==> config.mk <==
export PLATFORM = sky130hd
export DESIGN_NAME = wb_regfile
export DESIGN_NICKNAME = d
export VERILOG_FILES = /design/src/rtl/cpu_pkg.sv /design/src/rtl/regfile_2r1w.sv /design/src/rtl/wb_regfile.sv
export SDC_FILE = /design/constraint.sdc
export NUM_CORES = 2
export LEC_CHECK = 0
export BUFFER_PORTS_ARGS = -buffer_cell sky130_fd_sc_hd__buf_4
export CORE_UTILIZATION = 50
export DETAILED_ROUTE_END_ITERATION = 10
export PLACE_DENSITY_LB_ADDON = 0.25
export SYNTH_ARGS = -nofsm -noshare
export SYNTH_HDL_FRONTEND = slang
export SYNTH_HIERARCHICAL = 1
export SYNTH_SLANG_ARGS = --single-unit
==> constraint.sdc <==
create_clock -name clk -period 58 [get_ports clk]
set_clock_uncertainty 0.1 [all_clocks]
set_input_delay 11.6 -clock clk [delete_from_list [all_inputs] [get_ports clk]]
set_output_delay 11.6 -clock clk [all_outputs]
set_load 0.01 [all_outputs]
==> src/rtl/cpu_pkg.sv <==
// Shared encodings and register indices for the pipeline.
// Holds the write-back select codes and the fixed architectural register numbers.
package cpu_pkg;

  typedef enum logic [1:0] {
    REGDST_RD = 2'b00,
    REGDST_RT = 2'b01,
    REGDST_RA = 2'b10,
    REGDST_XP = 2'b11
  } regdst_e;

  typedef enum logic [1:0] {
    WB_ALU = 2'b00,
    WB_MEM = 2'b01,
    WB_PC4 = 2'b10,
    WB_PC  = 2'b11
  } memtoreg_e;

  localparam logic [4:0] REG_ZERO = 5'd0;
  localparam logic [4:0] REG_SP   = 5'd29;
  localparam logic [4:0] REG_RA   = 5'd31;

endpackage

==> src/rtl/regfile_2r1w.sv <==
// 32x32 register file with two combinational read ports and one write port.
// Reads that hit the in-flight write return the write data.
module regfile_2r1w
  import cpu_pkg::*;
#(
  parameter logic [31:0] SP_INIT = 32'h0000_0400
) (
  input  logic        clk,
  input  logic        reset,
  input  logic        i_we,
  input  logic [4:0]  i_waddr,
  input  logic [31:0] i_wdata,
  input  logic [4:0]  i_raddr1,
  input  logic [4:0]  i_raddr2,
  output logic [31:0] o_rdata1,
  output logic [31:0] o_rdata2
);

  logic [31:0] r_regs [32];

  always_ff @(posedge clk or posedge reset) begin
    if (reset) begin
      for (int i = 0; i < 32; i++) begin
        r_regs[i] <= (i == int'(REG_SP)) ? SP_INIT : 32'd0;
      end
    end else if (i_we && (i_waddr != REG_ZERO)) begin
      r_regs[i_waddr] <= i_wdata;
    end
  end

  // Register 0 stays zero even if a bypass targets it.
  always_comb begin
    o_rdata1 = r_regs[i_raddr1];
    if (i_we && (i_raddr1 == i_waddr)) o_rdata1 = i_wdata;
    if (i_raddr1 == REG_ZERO) o_rdata1 = 32'd0;

    o_rdata2 = r_regs[i_raddr2];
    if (i_we && (i_raddr2 == i_waddr)) o_rdata2 = i_wdata;
    if (i_raddr2 == REG_ZERO) o_rdata2 = 32'd0;
  end

endmodule

==> src/rtl/wb_regfile.sv <==
// Write-back stage: selects destination and data, commits to the register file,
// exports the committed write for forwarding and counts committed writes.
module wb_regfile
  import cpu_pkg::*;
#(
  parameter logic [31:0] SP_INIT = 32'h0000_0400,
  parameter logic [4:0]  XP_REG  = 5'd26
) (
  input  logic        clk,
  input  logic        reset,
  input  logic [31:0] PC_plus4,
  input  logic [31:0] Data_Mem_Out,
  input  logic [31:0] ALUOut,
  input  logic [1:0]  RegDst,
  input  logic        RegWr,
  input  logic [1:0]  MemToReg,
  input  logic [4:0]  RegisterRd,
  input  logic [4:0]  RegisterRt,
  input  logic [4:0]  rs_addr,
  input  logic [4:0]  rt_addr,
  output logic [31:0] rs_data,
  output logic [31:0] rt_data,
  output logic        wb_we,
  output logic [4:0]  wb_addr,
  output logic [31:0] wb_data,
  output logic [31:0] wb_count
);

  logic [4:0]  w_addr;
  logic [31:0] w_data;
  logic        w_we;
  logic [31:0] r_wb_count;

  always_comb begin
    w_addr = RegisterRd;
    unique case (regdst_e'(RegDst))
      REGDST_RD: w_addr = RegisterRd;
      REGDST_RT: w_addr = RegisterRt;
      REGDST_RA: w_addr = REG_RA;
      REGDST_XP: w_addr = XP_REG;
      default:   w_addr = RegisterRd;
    endcase
  end

  always_comb begin
    w_data = ALUOut;
    unique case (memtoreg_e'(MemToReg))
      WB_ALU:  w_data = ALUOut;
      WB_MEM:  w_data = Data_Mem_Out;
      WB_PC4:  w_data = PC_plus4;
      WB_PC:   w_data = PC_plus4 - 32'd4;
      default: w_data = ALUOut;
    endcase
  end

  assign w_we = RegWr && (w_addr != REG_ZERO);

  always_ff @(posedge clk or posedge reset) begin
    if (reset) begin
      r_wb_count <= 32'd0;
    end else if (w_we) begin
      r_wb_count <= r_wb_count + 32'd1;
    end
  end

  regfile_2r1w #(
    .SP_INIT (SP_INIT)
  ) u_regfile (
    .clk      (clk),
    .reset    (reset),
    .i_we     (w_we),
    .i_waddr  (w_addr),
    .i_wdata  (w_data),
    .i_raddr1 (rs_addr),
    .i_raddr2 (rt_addr),
    .o_rdata1 (rs_data),
    .o_rdata2 (rt_data)
  );

  assign wb_we    = w_we;
  assign wb_addr  = w_addr;
  assign wb_data  = w_data;
  assign wb_count = r_wb_count;

endmodule

After elaboration in Yosys (flattened, before gate mapping)

Index checks and enable logic that the tools add are counted.

Add/sub/neg operators: 2
Magnitude comparators: 4
Eq/ne operators: 8
Mux-type cells: 15
Bitwise operators: 3
Reductions and logical operators: 10

Operators by type and width:

| operator                                                 | number |
|---|---|
| bitwise mux 1024 bit                                     | 1 |
| binary-select mux 32 bit (select 5 bit)                  | 2 |
| 2-to-1 mux 32 bit                                        | 9 |
| demux 32 bit (select 5 bit)                              | 1 |
| one-hot mux 32 bit (4 select lines)                      | 1 |
| adder 32 x 1 -> 32 bit, second input constant            | 1 |
| subtractor 32 x 3 -> 32 bit, second input constant       | 1 |
| one-hot mux 5 bit (4 select lines)                       | 1 |
| greater-or-equal comparator 6 bit, second input constant | 3 |
| inverter 5 -> 6 bit                                      | 3 |
| == test 5 bit                                            | 2 |
| zero test 5 bit                                          | 2 |
| == test 2 bit, second input constant                     | 4 |
| < comparator 6 x 1 -> 1 bit, second input constant       | 1 |
| logical AND 1 bit                                        | 5 |
| nonzero test 5 bit                                       | 1 |
| == test 2 x 1 -> 1 bit, second input constant            | 2 |
| zero test 2 bit                                          | 2 |

Flip-flop bits (word level): 1056
Input port bits: 123
Output and inout bits: 134
Logic and storage cells: 75

Longest topological paths before layout

Depth in word-level cells: 8
Mapped depth: 11
Depth with buffers taken out: 9

Hierarchy

The synthesis kept the hierarchy.

Modules (own cells, without submodules):

| module       | times used | cells an instance | area each (um^2) | sequential area each (um^2) |
|---|---|---|---|---|
| regfile_2r1w | 1          | 3933              | 55385.6          | 25625.8 |
| wb_regfile   | 1          | 354               | 2956.6           | 800.8 |

Least setup slack after synthesis

OpenSTA, ideal clock, no wires.

Path kind: input-to-output
From: input port PC_plus4[8]
To: output port rs_data[25]
Arrival: 14098 ps
Required time: 46300 ps
Path slack: 32202 ps
Cell stages on the path: 9
Buffers on the path: 2
Cells stage by stage: or4_4 > or4b_1 > buf_4 > nor4_4 > xnor2_1 > a21oi_1 > clkbuf_1 > o21ai_0 > nor2_1

Longest elaborated chain between the ends: 4

RTL lines:

| what                                | line               | text |
|---|---|---|
| from (decl)                         | wb_regfile.sv:11   | `input logic [31:0] PC_plus4,` |
| subtractor 32 x 3 -> 32 bit         | wb_regfile.sv:51   | `WB_PC: w_data = PC_plus4 - 32'd4;` |
| one-hot mux 32 bit (4 select lines) | wb_regfile.sv:47   | `unique case (memtoreg_e'(MemToReg))` |
| named net wb_data[25]               | wb_regfile.sv:25   | `output logic [31:0] wb_data,` |
| 2-to-1 mux 32 bit                   | regfile_2r1w.sv:34 | `if (i_we && (i_raddr1 == i_waddr)) o_rdata1 = i_wdata;` |
| 2-to-1 mux 32 bit                   | regfile_2r1w.sv:35 | `if (i_raddr1 == REG_ZERO) o_rdata1 = 32'd0;` |
| to (decl)                           | wb_regfile.sv:21   | `output logic [31:0] rs_data,` |

The timed path passes the listed nets, and every way through them passes these cells.

Final worst setup path

From: input port rs_addr[0]
To: output port rs_data[30]

Longest elaborated chain between the ends: 6
Elaborated cells between the ends (all ways): 9
Classes of those cells: eq/ne (1); mux (5); bitwise (1); reduce/logical (2)

RTL lines:

| what                                                  | line               | text |
|---|---|---|
| from (decl)                                           | wb_regfile.sv:19   | `input logic [4:0] rs_addr,` |
| inverter 5 -> 6 bit (implied by the code)             | regfile_2r1w.sv:33 | `o_rdata1 = r_regs[i_raddr1];` |
| binary-select mux 32 bit (select 5 bit)               | regfile_2r1w.sv:33 |  |
| 2-to-1 mux 32 bit (implied by the code) (2 in series) | regfile_2r1w.sv:33 |  |
| 2-to-1 mux 32 bit                                     | regfile_2r1w.sv:34 |  |
| 2-to-1 mux 32 bit *                                   | regfile_2r1w.sv:35 |  |

Every way passes the cells marked *; elsewhere a longest branch is shown, timed or not. The select of a mux whose other input is x is not followed.

==> results by group <==
Floorplanning
  – Row count: around 120
  – I/O pin count: 257
  – Overall die area: around 0.12 mm2
  – Chip height: ~340 um
  – Starting density of the core: 0.507
  – Die W: approximately 340 um
  – Placeable core region: 0.115 mm2

Yosys
  – Summed instance area of the synthesized netlist: just under 0.06 mm2
  – Mean area per synthesized cell: around 14 um2
  – Number of cells produced by synthesis: 4,287
  – Sequential-to-total area share from yosys stat: 0.453
  – Asr flop ratio synth: 1.00
  – Count of cell types in the netlist: 75
  – Number of flops mapped to enable cells by yosys: 0
  – Synth Warn #: 6
  – Post-synthesis register bit count: about 1,100
  – Synth Net Count: 4,412
  – Flip-flop cell with the highest count after synthesis: dfrtp_1

Place
  – Place WS: 30.77 ns
  – Total instance count after detailed placement: 5,723
  – Routability-driven placement congestion ratio: slightly below 0.9
  – DP HPWL: between 100 and 150 mm
  – Port bufs: approximately 260

Worst hold path
  – Worst min-delay path category: flop to flop
  – Worst hold start: u_regfile/r_regs[1019]
  – Worst hold path depth: 0
  – Min-Delay Endpoint: u_regfile/r_regs[1019]

Global route
  – GR Util met3: 0.0707
  – Met2 demand-to-capacity share in global routing: 0.509
  – Most heavily used metal layer in global routing: met2
  – Global-route wire length before repair: between 200 and 300 mm
  – Met1 track utilization from global routing: 0.447
  – Via count of the first global-routing pass: between 40,000 and 50,000
  – Antenna violations before repair: 5
  – Total Routing Usage GR: 0.327
  – Pin count of the biggest net entering global routing: 118
  – Global route overflow: 0

Final layout
  – Fraction of final layout cells sized beyond drive strength 1: 0.475
  – Most common cell after layout, fill and taps aside: dfrtp_1
  – Layout-stage area growth over the synthesis result: 11.4%
  – Number of nets in the final layout: between 4,000 and 5,000
  – Cell Count, Final, Fillers Out: slightly below 6,000
  – Commonest cells after routing, fill and taps aside: dfrtp_1, mux2_2, buf_4, mux4_2, mux2i_1

Timing
  – Tmin final: approximately 27 ns
  – Final clock period utilization by the worst path: 0.470
  – Slew @ Worst Pin: 1.24 ns
  – Final Hold Viols: 0
  – Setup violators final: 0
  – RSZ-0062 raised after global routing: no
  – Setup TNS: 0 ns
  – Maximum frequency from static timing analysis: approximately 37 MHz
  – Worst max-slew margin expressed relative to the limit: 0.171
  – Post-layout worst setup margin: about 30 ns
  – Number of slew-limit violations in the final report: 0

Critical path
  – Endpoint type of the worst setup path: output port
  – Crit path largest cell delay: slightly above 0.9 ns
  – Highest fanout seen on the critical path: 49
  – Most used cell along the critical path: buf_4
  – CP Cell Sequence: buf_8, buf_4, buf_4, mux4_2, mux2i_1, a21oi_1, a31oi_1, a21oi_1, buf_4
  – Depth of the worst register-to-register path: 5
  – Worst EP required: between 40 and 50 ns
  – Worst setup path class: input port to output port
  – Flop2flop setup slack: 55.94 ns
  – Reg-to-reg endpoint: wb_count[29]
  – Startpoint kind of the worst setup timing path: input port
  – Crit path DAT: about 16 ns
  – Slowest-stage cell, CP: buf_4
  – Critical R2R Launch: wb_count[3]

Detailed routing
  – Residual DRC: 0
  – Detailed router's first-iteration violation count: about 4,700
  – Final wirelength: a little under 200 mm
  – Routed via count: 40,800
  – Number of nets still failing antenna checks after routing: 0
  – DRT Pass-1 Iters: 5
  – Average wire length per cell after detail routing: ~33 um
  – Vias/cell: 6.89

Clock tree
  – Buffer count from post-CTS setup fixing: 0
  – H-tree Lvls: 3
  – Clock transition time at the flip-flop clock pins of the worst setup and hold paths: 0.06 ns
  – Clock tree from TritonCTS: built
  – Clk root buf: clkbuf_16
  – Hold_buf cts: 0
  – Number of clock sinks: 1,056
  – Gates resized, CTS repair: 0
  – CTS max path bufs: 3
  – Later-pin clock latency in the skew report: 0.69 ns
  – Total clock buffers created by CTS: approximately 110

Power and ir drop
  – Maximum VDD drop: ~22 uV
  – Proportion of power drawn by combinational gates: 0.237
  – Leakage: ~29 nW
  – P_sw: ~0.00066 W
  – Pwr/cell area: roughly 36 mW/mm2
  – Internal power component: 0.00165 W
  – Flop pwr share: 0.449
  – Switching power share of the total: 0.286
  – Clock network fraction of total power: 0.313

Flow run
  – Max-capacitance violation count: 0

Run status
  – Status: finished clean
worst max-delay path: cells and delay by family:
kind | cells | cell delay [ns]
AO/OA/AOI/OAI | 3 | 0.67
buffers and inverters | 4 | 2.33
multiplexers | 2 | 0.83
power by group through the flow:
stage / Combinational, W / Clock (W) / Sequential [W]
final: 0.000550 / 0.000725 / 0.00104
after global routing: 0.000585 / 0.000760 / 0.00106
after CTS: 0.000548 / 0.000734 / 0.00103
after detailed placement: 0.000546 / 0 / 0.00105
after global placement: 0.000535 / 0 / 0.00104
after floorplan: 0.000416 / 0 / 0.00101
cell type report:
type,count,area [um2]
Clock inverter,37,415
Clock buffer,161,3250
Antenna cell,4,10.0
Fill cell,9196,50000
Sequential cell,1056,26400
Timing Repair Buffer,387,2970
Tap cell,1512,1890
Multi-Input combinational cell,2752,30000
Inverter,16,67.6
per-stage QoR:
| stage | hold WS, ns | area [um2] | utilization | total power (W) |
|---|---|---|---|---|
| final | 0.296 | 65000 | 0.565 | 0.00232 |
| after global routing | 0.309 | 65000 | 0.565 | 0.00241 |
| after CTS | 0.297 | 65000 | 0.565 | 0.00232 |
| after detailed placement | 0.284 | 61300 | 0.533 | 0.00159 |
| after global placement | 0.277 | 61300 | 0.533 | 0.00157 |
| after floorplan | 0.341 | 58300 | - | 0.00143 |
synthesized netlist by cell type, types with 51 or more instances:
library cell     n  area (um2)
a22oi_1        109         818
nand2_1        106         398
clkbuf_1       232         871
buf_1           64         240
o21ai_0         72         360
buf_2          101         505
mux4_2         371        8360
dfrtp_1       1055       26400
nand3_1         51         255
a21oi_1        100         500
nor2_1          97         364
o22ai_1         61         382
mux2_2        1046       11800
mux2i_1        255        2550
flip-flops by register name, indices dropped and copies added, names as in the netlist:
register	cells
wb_count	32
u_regfile/r_regs	1024
layer usage:
layer | vias to the layer above | wire [um]
met5 | - | 13
met4 | 2 | 8660
met3 | 464 | 18800
met2 | 2214 | 89500
met1 | 21700 | 77000
li1 | 16500 | -
how the worst max path moves through the flow:
stage	from	end	slack (ns)	cells past startpoint
floorplan	reset	u_regfile/r_regs[0]	17.49	1
global placement	rs_addr[0]	rs_data[30]	30.77	9
detailed placement	rs_addr[0]	rs_data[30]	30.77	9
CTS	rs_addr[0]	rs_data[30]	30.76	9
global route	rs_addr[0]	rs_data[30]	30.59	9
finish	rs_addr[0]	rs_data[30]	30.74	9
cell families after synthesis:
| logic type | count (synthesis) | share of synthesized area |
|---|---|---|
| DFF | 1056 | 0.453 |
| AOI/OAI and AO/OA | 522 | 0.0621 |
| and+or+nand+nor | 486 | 0.0449 |
| buffers and inverters | 479 | 0.0397 |
| adders and majority gates | 2 | 0.000429 |
| muxes | 1674 | 0.390 |
| xor gates and xnor gates | 68 | 0.0102 |
Note: power is estimated with default switching activity, not from simulation.
